[src/rtl/discrete_pkg.sv]
// Shared constants, types and helpers for the discrete-audio effect generators.
//   SIG_WIDTH / SIG_FRAC : default signed sample width and fraction bits
//   volt_to_sig()        : millivolt level -> fixed-point signal value
//   env_state_t          : envelope state encoding
//   saturate()           : clamp a 32-bit signed value into a w-bit signed range
package discrete_pkg;

  localparam int unsigned SIG_WIDTH      = 16;
  localparam int unsigned SIG_FRAC       = SIG_WIDTH - 2;
  localparam int          SIG_FULL_SCALE = 1 << SIG_FRAC;

  // Scale a millivolt level so that full_mv maps onto full scale.
  function automatic int volt_to_sig(input int mv, input int full_mv);
    return (mv * SIG_FULL_SCALE) / full_mv;
  endfunction

  typedef enum logic [2:0] {
    ENV_IDLE,
    ENV_ATTACK,
    ENV_SUSTAIN,
    ENV_HOLD,
    ENV_RELEASE
  } env_state_t;

  // Clamp x into [-(2^(w-1)), 2^(w-1)-1].
  function automatic logic signed [31:0] saturate(input logic signed [31:0] x,
                                                  input int unsigned       w);
    logic signed [31:0] hi;
    logic signed [31:0] lo;
    hi = (32'sd1 <<< (w - 1)) - 32'sd1;
    lo = -(32'sd1 <<< (w - 1));
    if (x > hi)      return hi;
    else if (x < lo) return lo;
    else             return x;
  endfunction

endpackage

[src/rtl/shift_one_pole_filter.sv]
// One-pole shift filter: s += (x - s) >>> SHIFT on each enabled cycle.
//   Low-pass mode : y = s (registered state)
//   High-pass mode: y = x - s, computed against the state before its update
//   Ports: clk, I_RSTn (async active-low), en (advance strobe), x in, y out
module shift_one_pole_filter #(
  parameter int unsigned             WIDTH     = 16,
  parameter int unsigned             SHIFT     = 8,
  parameter bit                      HIGH_PASS = 1'b1,
  parameter logic signed [WIDTH-1:0] INIT      = '0
) (
  input  logic                    clk,
  input  logic                    I_RSTn,
  input  logic                    en,
  input  logic signed [WIDTH-1:0] x,
  output logic signed [WIDTH-1:0] y
);

  localparam int unsigned DW = WIDTH + 1;

  logic signed [WIDTH-1:0] s_q;
  logic signed [DW-1:0]    diff;
  logic signed [DW-1:0]    step;
  logic signed [WIDTH-1:0] s_d;

  // One guard bit keeps x - s from wrapping before the shift.
  always_comb begin
    diff = DW'(x) - DW'(s_q);
    step = diff >>> SHIFT;
    s_d  = WIDTH'(DW'(s_q) + step);
  end

  always_ff @(posedge clk or negedge I_RSTn) begin
    if (!I_RSTn)  s_q <= INIT;
    else if (en)  s_q <= s_d;
  end

  if (HIGH_PASS) begin : g_hp
    logic signed [WIDTH-1:0] h_q;
    always_ff @(posedge clk or negedge I_RSTn) begin
      if (!I_RSTn) h_q <= '0;
      else if (en) h_q <= WIDTH'(diff);
    end
    assign y = h_q;
  end else begin : g_lp
    assign y = s_q;
  end

endmodule

[src/rtl/triggered_vco_voice.sv]
// Triggered sound-effect voice: envelope FSM gated by an LFO-switched
// two-pitch square VCO, DC-blocking high-pass and asymmetric output gain.
//   clk, I_RSTn  : clock, async active-low reset
//   audio_clk_en : sample strobe; all state advances only on it
//   trig         : level trigger (ONE_SHOT=0) or edge trigger (ONE_SHOT=1)
//   busy         : envelope not idle (decoded from the state register)
//   out          : registered signed audio sample
module triggered_vco_voice
  import discrete_pkg::*;
#(
  parameter int unsigned WIDTH           = 16,
  parameter bit          ONE_SHOT        = 1'b0,
  parameter int unsigned ATTACK_STEP     = 512,
  parameter int unsigned RELEASE_STEP    = 64,
  parameter int unsigned HOLD_SAMPLES    = 4800,
  parameter int unsigned LFO_HALF_PERIOD = 2400,
  parameter int unsigned PHASE_W         = 24,
  parameter int unsigned VCO_INC_LO      = 201327,
  parameter int unsigned VCO_INC_HI      = 285213,
  parameter int unsigned INC_LPF_SHIFT   = 6,
  parameter int unsigned HPF_SHIFT       = 8,
  parameter int unsigned FLOOR           = 16
) (
  input  logic                    clk,
  input  logic                    I_RSTn,
  input  logic                    audio_clk_en,
  input  logic                    trig,
  output logic                    busy,
  output logic signed [WIDTH-1:0] out
);

  localparam int unsigned FRAC   = WIDTH - 2;
  localparam int unsigned ENV_W  = FRAC + 1;
  localparam int unsigned HOLD_W = $clog2(HOLD_SAMPLES + 1);
  localparam int unsigned LFO_W  = $clog2(LFO_HALF_PERIOD + 1);
  localparam int unsigned OW     = WIDTH + 2;
  localparam logic [ENV_W-1:0] ENV_FS = {1'b1, {FRAC{1'b0}}};

  env_state_t          state_q, state_d;
  logic [ENV_W-1:0]    env_q, env_d;
  logic [HOLD_W-1:0]   hold_q, hold_d;
  logic                trig_q;
  logic                rise;
  logic                start;
  logic                lfo_clr;
  logic [ENV_W:0]      env_sum;
  logic [ENV_W-1:0]    env_up;
  logic [ENV_W-1:0]    env_dn;

  logic [LFO_W-1:0]    lfo_cnt_q;
  logic                lfo_q;
  logic signed [PHASE_W-1:0] inc_target;
  logic signed [PHASE_W-1:0] inc;
  logic [PHASE_W-1:0]  phase_q;
  logic                vco;

  logic [ENV_W-1:0]    env_gate;
  logic signed [WIDTH-1:0] g;
  logic signed [WIDTH-1:0] h;
  logic signed [OW-1:0]    hx;
  logic signed [OW-1:0]    shaped;
  logic signed [WIDTH-1:0] out_d;

  assign rise  = trig & ~trig_q;
  assign start = ONE_SHOT ? rise : trig;
  assign busy  = (state_q != ENV_IDLE);

  // Envelope next-state and level.
  always_comb begin
    state_d = state_q;
    env_d   = env_q;
    hold_d  = hold_q;
    lfo_clr = 1'b0;
    env_sum = {1'b0, env_q} + (ENV_W + 1)'(ATTACK_STEP);
    env_up  = (env_sum > {1'b0, ENV_FS}) ? ENV_FS : env_sum[ENV_W-1:0];
    env_dn  = (env_q > ENV_W'(RELEASE_STEP)) ? env_q - ENV_W'(RELEASE_STEP) : '0;
    case (state_q)
      ENV_IDLE: begin
        env_d = '0;
        if (start) begin
          state_d = ENV_ATTACK;
          lfo_clr = 1'b1;
        end
      end
      ENV_ATTACK: begin
        if (!ONE_SHOT && !trig) begin
          state_d = ENV_RELEASE;
        end else begin
          env_d = env_up;
          if (env_up == ENV_FS) begin
            state_d = ONE_SHOT ? ENV_HOLD : ENV_SUSTAIN;
            hold_d  = HOLD_W'(HOLD_SAMPLES - 1);
          end
        end
      end
      ENV_SUSTAIN: begin
        if (!trig) state_d = ENV_RELEASE;
      end
      ENV_HOLD: begin
        if (rise)             state_d = ENV_ATTACK;
        else if (hold_q == '0) state_d = ENV_RELEASE;
        else                  hold_d  = hold_q - HOLD_W'(1);
      end
      ENV_RELEASE: begin
        if (start) begin
          state_d = ENV_ATTACK;
        end else begin
          env_d = env_dn;
          if (env_dn == '0) state_d = ENV_IDLE;
        end
      end
      default: begin
        state_d = ENV_IDLE;
        env_d   = '0;
      end
    endcase
  end

  always_ff @(posedge clk or negedge I_RSTn) begin
    if (!I_RSTn) begin
      state_q <= ENV_IDLE;
      env_q   <= '0;
      hold_q  <= '0;
      trig_q  <= 1'b0;
    end else if (audio_clk_en) begin
      state_q <= state_d;
      env_q   <= env_d;
      hold_q  <= hold_d;
      trig_q  <= trig;
    end
  end

  // Square LFO, restarted at the start of every note.
  always_ff @(posedge clk or negedge I_RSTn) begin
    if (!I_RSTn) begin
      lfo_cnt_q <= '0;
      lfo_q     <= 1'b0;
    end else if (audio_clk_en) begin
      if (lfo_clr) begin
        lfo_cnt_q <= '0;
        lfo_q     <= 1'b0;
      end else if (lfo_cnt_q == LFO_W'(LFO_HALF_PERIOD - 1)) begin
        lfo_cnt_q <= '0;
        lfo_q     <= ~lfo_q;
      end else begin
        lfo_cnt_q <= lfo_cnt_q + LFO_W'(1);
      end
    end
  end

  assign inc_target = lfo_q ? PHASE_W'(VCO_INC_HI) : PHASE_W'(VCO_INC_LO);

  // Glide between the two pitches.
  shift_one_pole_filter #(
    .WIDTH     (PHASE_W),
    .SHIFT     (INC_LPF_SHIFT),
    .HIGH_PASS (1'b0),
    .INIT      (PHASE_W'(VCO_INC_LO))
  ) u_inc_lpf (
    .clk    (clk),
    .I_RSTn (I_RSTn),
    .en     (audio_clk_en),
    .x      (inc_target),
    .y      (inc)
  );

  always_ff @(posedge clk or negedge I_RSTn) begin
    if (!I_RSTn)           phase_q <= '0;
    else if (audio_clk_en) phase_q <= phase_q + unsigned'(inc);
  end

  assign vco = phase_q[PHASE_W-1];

  // VCO high pulls the envelope down to the floor level.
  always_comb begin
    env_gate = (vco && (env_q > ENV_W'(FLOOR))) ? ENV_W'(FLOOR) : env_q;
    g        = signed'({1'b0, env_gate});
  end

  shift_one_pole_filter #(
    .WIDTH     (WIDTH),
    .SHIFT     (HPF_SHIFT),
    .HIGH_PASS (1'b1),
    .INIT      ('0)
  ) u_hpf (
    .clk    (clk),
    .I_RSTn (I_RSTn),
    .en     (audio_clk_en),
    .x      (g),
    .y      (h)
  );

  // Diode-style asymmetric gain: x1.5 positive, x0.75 negative.
  always_comb begin
    hx     = OW'(h);
    shaped = (h > 0) ? hx + (hx >>> 1) : (hx >>> 1) + (hx >>> 2);
    out_d  = WIDTH'(saturate(32'(shaped), WIDTH));
  end

  always_ff @(posedge clk or negedge I_RSTn) begin
    if (!I_RSTn)           out <= '0;
    else if (audio_clk_en) out <= out_d;
  end

endmodule

[config.mk]
export PLATFORM = sky130hd
export DESIGN_NAME = triggered_vco_voice
export DESIGN_NICKNAME = d
export VERILOG_FILES = /design/src/rtl/discrete_pkg.sv /design/src/rtl/shift_one_pole_filter.sv /design/src/rtl/triggered_vco_voice.sv
export SDC_FILE = /design/constraint.sdc
export NUM_CORES = 1
export LEC_CHECK = 0
export CAP_MARGIN = 20
export CORE_AREA = 2 2 137 139
export CTS_BUF_LIST = sky130_fd_sc_hd__clkbuf_2 sky130_fd_sc_hd__clkbuf_4 sky130_fd_sc_hd__clkbuf_8
export DETAILED_ROUTE_END_ITERATION = 8
export DIE_AREA = 0 0 139 141
export GPL_TIMING_DRIVEN = 1
export PLACE_DENSITY = 0.82
export SETUP_SLACK_MARGIN = 0.15
export SLEW_MARGIN = 20
export SYNTH_ARGS = -nofsm -noshare
export SYNTH_HDL_FRONTEND = slang
export SYNTH_SLANG_ARGS = --single-unit
[constraint.sdc]
create_clock -name clk -period 7.8 [get_ports clk]
set_clock_uncertainty 0.2 [all_clocks]
set_input_delay 0.78 -clock clk [delete_from_list [all_inputs] [get_ports clk]]
set_output_delay 0.78 -clock clk [all_outputs]
set_load 0.1 [all_outputs]
==> results of run 1 <==
[cell usage in the layout, fill, tap and decap left out, drive strengths merged, types with 5 or more instances in the layout]
| master | count |
|---|---|
| a211o | 6 |
| a211oi | 20 |
| a21o | 42 |
| a21oi | 109 |
| a31oi | 12 |
| and2 | 15 |
| and3 | 18 |
| buf | 6 |
| clkbuf | 17 |
| clkdlybuf4s50 | 18 |
| clkinv | 7 |
| dfrtp | 131 |
| dfstp | 10 |
| fa | 6 |
| ha | 115 |
| inv | 90 |
| mux2 | 31 |
| mux2i | 7 |
| nand2 | 103 |
| nand2b | 16 |
| nand3 | 45 |
| nand4 | 12 |
| nor2 | 109 |
| nor2b | 21 |
| nor3 | 37 |
| nor3b | 7 |
| nor4 | 7 |
| o211ai | 9 |
| o21a | 15 |
| o21ai | 113 |
| o21bai | 11 |
| o2bb2ai | 5 |
| o31ai | 15 |
| or2 | 8 |
| or3 | 24 |
| xnor2 | 63 |
| xor2 | 33 |
[area by class of cell]
class / instances / area (µm²) / share of cell area
clock buffers: 17 / 234 / 0.0189
clock inverters: 15 / 154 / 0.0124
inverters: 85 / 319 / 0.0258
multi-input cells: 1097 / 7600 / 0.614
flip-flops and latches: 141 / 3540 / 0.286
well taps: 234 / 293 / 0.0237
repair buffers: 24 / 229 / 0.0185
[worst max-delay path, delay by kind of cell (launching register included)]
family / cells / cell delay (ns)
DFF: 1 / 0.47
xor gates and xnor gates: 1 / 0.16
AOI/OAI and AO/OA: 16 / 3.25
and+or+nand+nor: 6 / 1.51
buffers and inverters: 1 / 0.17
adders and majority gates: 2 / 0.58
[synthesized netlist by cell type, types with 21 or more instances]
cell type  count
nor2_1       109
clkbuf_1      37
nor3_1        36
xnor2_1       63
or3_1         24
o21ai_0      107
xor2_1        33
mux2_2        31
nor2b_1       21
a21o_1        42
inv_1         84
nand2_1      103
nand3_1       45
a21oi_1      108
ha_1         115
dfrtp_1      131
[per-layer routing]
metal  wire [µm]  track usage  vias to the layer above
li1            -            -                     4949
met1       12200        0.380                     4819
met2       12700        0.472                      258
met3        1220       0.0472                       35
met4         367       0.0654                        0
met5           0            0                        -
[sequential cells by signal (all words and copies together) (netlist names)]
signal,flops
lfo_q,1
u_hpf.y,16
lfo_cnt_q,12
hold_q,13
u_hpf.s_q,16
out,16
state_q,3
u_inc_lpf.y,24
phase_q,24
trig_q,1
env_q,15
[metrics by stage]
stage	std cells	util	setup slack (ns)
global placement	1581	0.656	1.69
global route	1613	0.677	0.857
CTS	1613	0.677	1.41
finish	1613	0.677	1.29
detailed placement	1581	0.656	1.45
floorplan	1368	-	1.86
[kinds of logic after synthesis]
group	after synthesis	share of synthesized area
adder cells (fa/ha/maj)	121	0.134
flip-flops	141	0.305
multiplexers	38	0.0361
buffers and inverters	130	0.0421
AND/OR/NAND/NOR	435	0.183
AO/OA/AOI/OAI	407	0.228
XOR/XNOR	96	0.0723
[worst max path at each step]
| stage | startpoint | end | cells past startpoint | slack, ns |
|---|---|---|---|---|
| floorplan | env_q[8] | u_hpf.s_q[13] | 27 | 1.86 |
| global placement | env_q[8] | u_hpf.s_q[15] | 26 | 1.69 |
| detailed placement | env_q[8] | u_hpf.s_q[15] | 26 | 1.45 |
| CTS | env_q[8] | u_hpf.s_q[15] | 26 | 1.41 |
| global route | env_q[8] | u_hpf.s_q[15] | 26 | 0.86 |
| finish | env_q[8] | u_hpf.s_q[15] | 26 | 1.29 |
==> out/metrics.yaml, run 1 <==
syn_avg_cell_area_um2: 8.50
period_needed_ns: 6.51
cap_violations: 0
fmax_ghz: 0.154
core_um2: 18300
rows: 50
drive_gt1_frac: 0.0725
synth_edf_count: 0
drt_iter0_drc: 856
gp_congestion: 0.902
cts_buffers: 17
synth_seq_area_share: 0.305
synth_flop_cell: "dfrtp_1"
clk_pin_slew_worst_paths_ns: 0.10
critical-path-max-stage-delay_ns: 0.47
cp-start-kind: "flip-flop"
synth_warnings: 0
route.detailed.drc: 0
critPathCaptureType: "flip-flop"
routed_via_density: 6.24
dieWidth_um: 139
path_class: "reg -> reg"
final-setup-viol-count: 0
synth_top_cell_area_share: 0.282
grt_overflow: 0
io_pins: 21
fp.dieH_um: 141
crit_required_ns: 7.89
root_buffer: "clkbuf_8"
layout_worst_path_cycle_share: 0.834
cts_setup_buffers: 0
rsz0062_at_grt: "no"
totalWireLength_um: 26600
grt_pass1_vias: 9758
dp_hpwl_um: 19700
slowest_stage: "dfrtp_1"
drtPass1Iterations: 5
syn2layout_area_growth_pct: 6.39
antenna_found_initial: 0
portBuffers: 20
tritoncts: "built"
worstMarginPinSlew_ns: 1.01
synthTopCellsByArea: "dfrtp_1 (28%), ha_1 (12%), xnor2_1 (4.7%)"
antennaDiodeCount: 0
cts_hold_buf: 0
finalInstanceArea_um2: 12400
grt_max_degree: 92
maxSlewViolCount: 0
ys_types: 72
yosysTopAreaCell: "dfrtp_1"
die_area_um2: 19600
floorplan.initialDensity: 0.636
postRouteAntennaNets: 0
crit_fanout: 12
async_flop_share: 1.00
synth_nets: 1493
netlist_area_um2: 11600
cp_common_cell: "a21oi_1"
cts_resized: 0
r2r_slack_ns: 1.29
grt_usage: 0.280
cts.sink_count: 141
slew_headroom: 0.322
whs_ns: 0.196
layout.filler_cells: 1518
insertion_delay_ns: 0.46
min_path_type: "in -> async"
netlist_instances: 1368
rr_endpoint: "u_hpf.s_q[15]"
htree_num_levels: 4
clk_path_buf_depth: 2
fin_setup_tns_ns: 0
status: "completed"
avgRoutedWirePerCell_um: 16.5
finalHoldViolations: 0
critPathArrivalTime_ns: 6.60
ys_ff_latch: 141
dpl-instance-area_um2: 12000
grt_pass1_wl_um: 46100
vias: 10061
ff2ff_path_depth: 26
r2r-start: "env_q[8]"
fin_nets: 1491
Power of run 1 is not shown: default switching activity piles up to over one toggle a cycle in this logic, so the estimate is an artifact.
==> inputs of run 2 (changes only) <==
--- a/config.mk
+++ b/config.mk
@@ -6,12 +6,12 @@
 export NUM_CORES = 1
 export LEC_CHECK = 0
 export CAP_MARGIN = 20
-export CORE_AREA = 2 2 137 139
+export CORE_AREA = 2 2 144 146
 export CTS_BUF_LIST = sky130_fd_sc_hd__clkbuf_2 sky130_fd_sc_hd__clkbuf_4 sky130_fd_sc_hd__clkbuf_8
 export DETAILED_ROUTE_END_ITERATION = 8
-export DIE_AREA = 0 0 139 141
+export DIE_AREA = 0 0 146 148
 export GPL_TIMING_DRIVEN = 1
-export PLACE_DENSITY = 0.82
+export PLACE_DENSITY = 0.78
 export SETUP_SLACK_MARGIN = 0.15
 export SLEW_MARGIN = 20
 export SYNTH_ARGS = -nofsm -noshare
==> constraint.sdc (replaced) <==
create_clock -name clk -period 5.47 [get_ports clk]
set_clock_uncertainty 0.2 [all_clocks]
set_input_delay 0.547 -clock clk [delete_from_list [all_inputs] [get_ports clk]]
set_output_delay 0.547 -clock clk [all_outputs]
set_load 0.1 [all_outputs]
==> out/metrics.yaml, run 2 (same netlist as run 1, synthesis figures left out) <==
status: "finished with violations"
violations: "negative hold slack, negative setup slack"
avgRoutedWirePerCell_um: 15.9  # -3.3%
cp-startpoint: "env_q[9]"
grt_max_degree: 98  # +6.5%
drt_iter0_drc: 591  # -31%
crit_fanout: 5  # -7
cp-start-kind: "flip-flop"
min_path_type: "in -> async"
clk_path_buf_depth: 2  # unchanged
cts_buffers: 17  # unchanged
cts.sink_count: 141  # unchanged
antenna_found_initial: 0  # unchanged
io_pins: 21  # unchanged
route.detailed.drc: 0  # unchanged
dp_hpwl_um: 19600  # -0.91%
cts_hold_buf: 0  # unchanged
antennaDiodeCount: 0  # unchanged
worstMarginPinSlew_ns: 1.10  # +0.0845 ns
maxSlewViolCount: 0  # unchanged
slew_headroom: 0.266  # -0.0565
insertion_delay_ns: 0.46  # about the same
dpl-instance-area_um2: 12400  # +3.8%
finalHoldViolations: 29  # +29
totalWireLength_um: 27200  # +2.4%
grt_pass1_wl_um: 45900  # -0.31%
root_buffer: "clkbuf_8"
grt_overflow: 0  # unchanged
floorplan.initialDensity: 0.580  # -0.0563
fmax_ghz: 0.183  # +19%
rows: 52  # +4.0%
fp.dieH_um: 148  # +5.0%
dieWidth_um: 146  # +5.0%
rsz0062_at_grt: "yes"
portBuffers: 20  # unchanged
finalInstanceArea_um2: 13100  # +6.3%
critPathArrivalTime_ns: 5.59  # -1.01 ns
htree_num_levels: 4  # unchanged
cap_violations: 0  # unchanged
grt_pass1_vias: 9694  # -0.66%
layout_worst_path_cycle_share: 1.00  # +0.167
tritoncts: "built"
numPlacedInstances: 1661  # +5.1%
routed_via_density: 5.96  # -4.4%
crit_required_ns: 5.58  # -2.31 ns
gp_congestion: 0.880  # -2.5%
whs_ns: -0.0303  # -0.226 ns
drive_gt1_frac: 0.135  # +0.0623
clk_pin_slew_worst_paths_ns: 0.09  # about the same
final-setup-viol-count: 1  # +1
stdcell_count: 1709  # +6.0%
worst_slack_ns: -0.00789  # -1.30 ns
period_needed_ns: 5.48  # -1.03 ns
fin_nets: 1551  # +4.0%
mostFrequentLayoutCell: "dfrtp_1"
fin_setup_tns_ns: -0.00789  # -0.00789 ns
final_cell_mix: "dfrtp_1 (131), ha_1 (111), nor2_1 (108)"
core_um2: 20000  # +9.7%
layout.filler_cells: 1686  # +11%
vias: 10187  # +1.3%
die_area_um2: 21600  # +10%
drtPass1Iterations: 5  # unchanged
r2r-start: "env_q[9]"
critPathCaptureType: "flip-flop"
syn2layout_area_growth_pct: 13.1
path_class: "reg -> reg"
grt_usage: 0.254  # -0.0256
postRouteAntennaNets: 0  # unchanged
-- run 2: cell count changes in the layout (fill, tap and decap cells not counted), sizes merged --
cell,previous run,this run
buf,6,66
clkbuf,17,18
clkinv,7,4
clkinvlp,2,3
bufinv,1,3
inv,90,89
-- run 2: through the flow --
step | utilization | worst slack [ns] | hold slack [ns]
floorplan | - | 0.0686 | 0.0514
global placement | 0.620 | -0.0350 | 0.268
detailed placement | 0.620 | -0.205 | 0.272
CTS | 0.644 | 0.0211 | 0.00496
global route | 0.656 | -0.188 | 0.0449
finish | 0.656 | -0.00789 | -0.0303
-- run 2: what timing repair did --
action	in CTS	in global routing
setup buffers	4	11
resized for setup	11	28
endpoints found under the setup margin	7	12
pin swaps	20	18
gates cloned	0	1
-- run 2: final timing paths --
check	endpoint	slack, ns	cells past startpoint
worst max register to register	u_hpf.s_q[15]	-0.008	23
worst max-delay path	u_hpf.s_q[15]	-0.008	23
worst min-delay path	phase_q[3]	-0.03	1
worst min register to register	out[13]	0.29	2
min in group clk	out[13]	0.29	2
max in group asynchronous	u_inc_lpf.y[23]	3.95	2
-- run 2: worst max-delay path, cell delays in order (launching register included) --
cell,delay [ns]
dfrtp_1,0.40
or4_4,0.55
nor3_4,0.20
a31oi_2,0.14
o21ai_4,0.25
and2_4,0.20
ha_4,0.19
nor2b_4,0.12
o21ai_2,0.14
a21oi_2,0.10
o211ai_1,0.22
a21boi_2,0.10
o311a_1,0.35
or4b_1,0.49
o311a_1,0.17
ha_4,0.22
a21o_1,0.15
a21o_1,0.16
a41oi_2,0.22
a21oi_2,0.11
a211o_1,0.29
a21oi_2,0.15
xor2_1,0.15
a21oi_1,0.07
-- run 2: per-layer routing --
metal	GRT usage	share of wire
met1	0.351	0.48
met2	0.419	0.47
met5	0	0
met4	0.0709	0.013
met3	0.0389	0.038
-- run 2: cell type report --
| type | count | area, µm² | area share |
|---|---|---|---|
| clock buffers | 18 | 241 | 0.0184 |
| clock inverters | 14 | 183 | 0.0139 |
| inverters | 85 | 319 | 0.0243 |
| multi-input cells | 1097 | 7840 | 0.597 |
| flip-flops and latches | 141 | 3540 | 0.269 |
| well taps | 270 | 338 | 0.0257 |
| repair buffers | 84 | 681 | 0.0518 |
Power of run 2 is left out for the same reason.
==> inputs of run 3 (changes only) <==
--- a/config.mk
+++ b/config.mk
@@ -11,7 +11,7 @@
 export DETAILED_ROUTE_END_ITERATION = 8
 export DIE_AREA = 0 0 146 148
 export GPL_TIMING_DRIVEN = 1
-export PLACE_DENSITY = 0.78
+export PLACE_DENSITY_LB_ADDON = 0.2
 export SETUP_SLACK_MARGIN = 0.15
 export SLEW_MARGIN = 20
 export SYNTH_ARGS = -nofsm -noshare
==> out/metrics.yaml, run 3 (same netlist as run 1, synthesis figures left out) <==
cts.sink_count: 141  # unchanged
slowest_stage: "or4_1"
portBuffers: 20  # unchanged
cts_buffers: 17  # unchanged
clk_pin_slew_worst_paths_ns: 0.09  # about the same
final-setup-viol-count: 2  # +1
period_needed_ns: 5.52  # +0.0447 ns
vias: 10223  # +0.35%
worst_slack_ns: -0.0526  # -0.0447 ns
route.detailed.drc: 0  # unchanged
final_core_util: 0.667  # +0.0109
gp_congestion: 0.938  # +6.6%
grt_max_degree: 99  # +1.0%
dieWidth_um: 146  # unchanged
path_cells: "or4_1 -> nor3_4 -> a31oi_1 -> o21ai_2 -> and2_4 -> ha_4 -> nor2b_4 -> o21ai_2 -> a21oi_2 -> o211ai_1 -> a21boi_2 -> o311a_1 -> or4b_1 -> o311a_1 -> ha_4 -> a21o_1 -> a21o_1 -> a41oi_2 -> a21oi_2 -> a211o_1 -> a21oi_2 -> xor2_1 -> a21oi_1"
finalInstanceArea_um2: 13400  # +1.7%
drtPass1Iterations: 5  # unchanged
grt_use_met3: 0.0478  # +0.00895
cp_common_cell: "a21oi_2"
floorplan.initialDensity: 0.580  # unchanged
drive_gt1_frac: 0.160  # +0.0251
mostFrequentLayoutCell: "dfrtp_1"
insertion_delay_ns: 0.46  # about the same
dp_hpwl_um: 19700  # +0.67%
use_met1: 0.345  # -0.00672
root_buffer: "clkbuf_8"
finalHoldViolations: 2  # -93%
crit_cells: 23  # unchanged
antenna_found_initial: 0  # unchanged
htree_num_levels: 4  # unchanged
fp.dieH_um: 148  # unchanged
dpl-instance-area_um2: 12400  # -0.24%
layout_worst_path_cycle_share: 1.01  # +0.00817
min_path_type: "in -> async"
postRouteAntennaNets: 0  # unchanged
grt_pass1_vias: 9876  # +1.9%
final_cell_mix: "dfrtp_1 (131), nor2_1 (109), ha_1 (104)"
grt_usage: 0.257  # +0.00252
maxSlewViolCount: 0  # unchanged
crit_required_ns: 5.57  # about the same
antennaDiodeCount: 0  # unchanged
syn2layout_area_growth_pct: 14.9
cp-start-kind: "flip-flop"
pre_cts_slack_ns: -0.223  # -0.0184 ns
cts_hold_buf: 0  # unchanged
whs_ns: -0.0161  # +0.0141 ns
totalWireLength_um: 27800  # +2.0%
critPathArrivalTime_ns: 5.63  # +0.04 ns
slew_headroom: 0.315  # +0.0487
met2_usage: 0.429  # +0.0106
layout.filler_cells: 1711  # +1.5%
ff2ff_path_depth: 23  # unchanged
critical-path-max-stage-delay_ns: 0.62  # +0.07 ns
rows: 52  # unchanged
fin_nets: 1563  # +0.77%
busiest_layer: "met2"
rr_endpoint: "u_hpf.s_q[15]"
die_area_um2: 21600  # unchanged
fin_setup_tns_ns: -0.0710  # -0.0631 ns
drt_iter0_drc: 638  # +8.0%
routed_via_density: 5.94  # -0.35%
avgRoutedWirePerCell_um: 16.1  # +1.3%
grt_overflow: 0  # unchanged
worstMarginPinSlew_ns: 1.02  # -0.0728 ns
r2r_slack_ns: -0.05  # -0.04 ns
core_um2: 20000  # unchanged
crit_fanout: 3  # -2
path_class: "reg -> reg"
worst-path-buf-inv: 0  # unchanged
crit_family: "compound AO/OA/AOI/OAI gates"
fmax_ghz: 0.181  # -0.81%
critPathCaptureType: "flip-flop"
violations: "negative hold slack, negative setup slack"
cap_violations: 0  # unchanged
rsz0062_at_grt: "yes"
status: "finished with violations"
clk_path_buf_depth: 2  # unchanged
tritoncts: "built"
io_pins: 21  # unchanged
grt_pass1_wl_um: 46000  # +0.18%
r2r-start: "env_q[0]"
[run 3: cell count changes in the layout (fill, tap and decap cells not counted), moves of 3 or more]
cell | previous run | this run
clkinv_2 | 0 | 3
ha_2 | 0 | 3
a211oi_2 | 3 | 6
buf_4 | 63 | 72
ha_1 | 111 | 104
inv_6 | 5 | 0
inv_1 | 84 | 81
o21ai_2 | 4 | 7
ha_4 | 4 | 8
buf_6 | 2 | 6
inv_2 | 0 | 3
[run 3: timing repair]
item | 4_1_cts | 5_1_grt
setup buffers | 19 | 13
gates resized for setup | 13 | 59
setup endpoints to repair | 7 | 13
endpoints found under the hold margin | 0 | 0
pin swaps | 24 | 43
[run 3: cell type report]
class / count / area, µm² / share of cell area
multi-input cells: 1097 / 7960 / 0.596
well taps: 270 / 338 / 0.0253
flip-flops and latches: 141 / 3540 / 0.265
inverters: 85 / 319 / 0.0239
repair buffers: 96 / 788 / 0.0590
clock inverters: 14 / 171 / 0.0128
clock buffers: 18 / 241 / 0.0181
[run 3: worst max-delay path by stage]
| stage | from | end |
|---|---|---|
| floorplan | env_q[8] | u_hpf.s_q[15] |
| global placement | env_q[0] | u_hpf.s_q[15] |
| detailed placement | env_q[0] | u_hpf.s_q[15] |
| CTS | env_q[8] | u_hpf.s_q[15] |
| global route | env_q[0] | u_hpf.s_q[15] |
| finish | env_q[0] | u_hpf.s_q[15] |
[run 3: worst register-to-register path: stages, from the launching register on]
cell and delay (ns):
dfrtp_1 0.38, or4_1 0.62, nor3_4 0.18, a31oi_1 0.13, o21ai_2 0.21, and2_4 0.20, ha_4 0.19, nor2b_4 0.12
o21ai_2 0.15, a21oi_2 0.09, o211ai_1 0.22, a21boi_2 0.12, o311a_1 0.42, or4b_1 0.48, o311a_1 0.17, ha_4 0.23
a21o_1 0.16, a21o_1 0.16, a41oi_2 0.20, a21oi_2 0.10, a211o_1 0.29, a21oi_2 0.15, xor2_1 0.15, a21oi_1 0.08
[run 3: per-stage QoR]
| stage | instances | hold slack (ns) |
|---|---|---|
| after floorplan | 1368 | 0.0514 |
| after global placement | 1657 | 0.267 |
| after detailed placement | 1657 | 0.270 |
| after CTS | 1708 | 0.0136 |
| after global routing | 1721 | 0.0646 |
| final | 1721 | -0.0161 |
[run 3: per-layer routing]
| layer | vias up | part of all wire |
|---|---|---|
| li1 | 5083 | - |
| met1 | 4886 | 0.47 |
| met2 | 212 | 0.47 |
| met3 | 42 | 0.043 |
| met4 | 0 | 0.016 |
| met5 | - | 0 |
Power of run 3 is left out for the same reason.
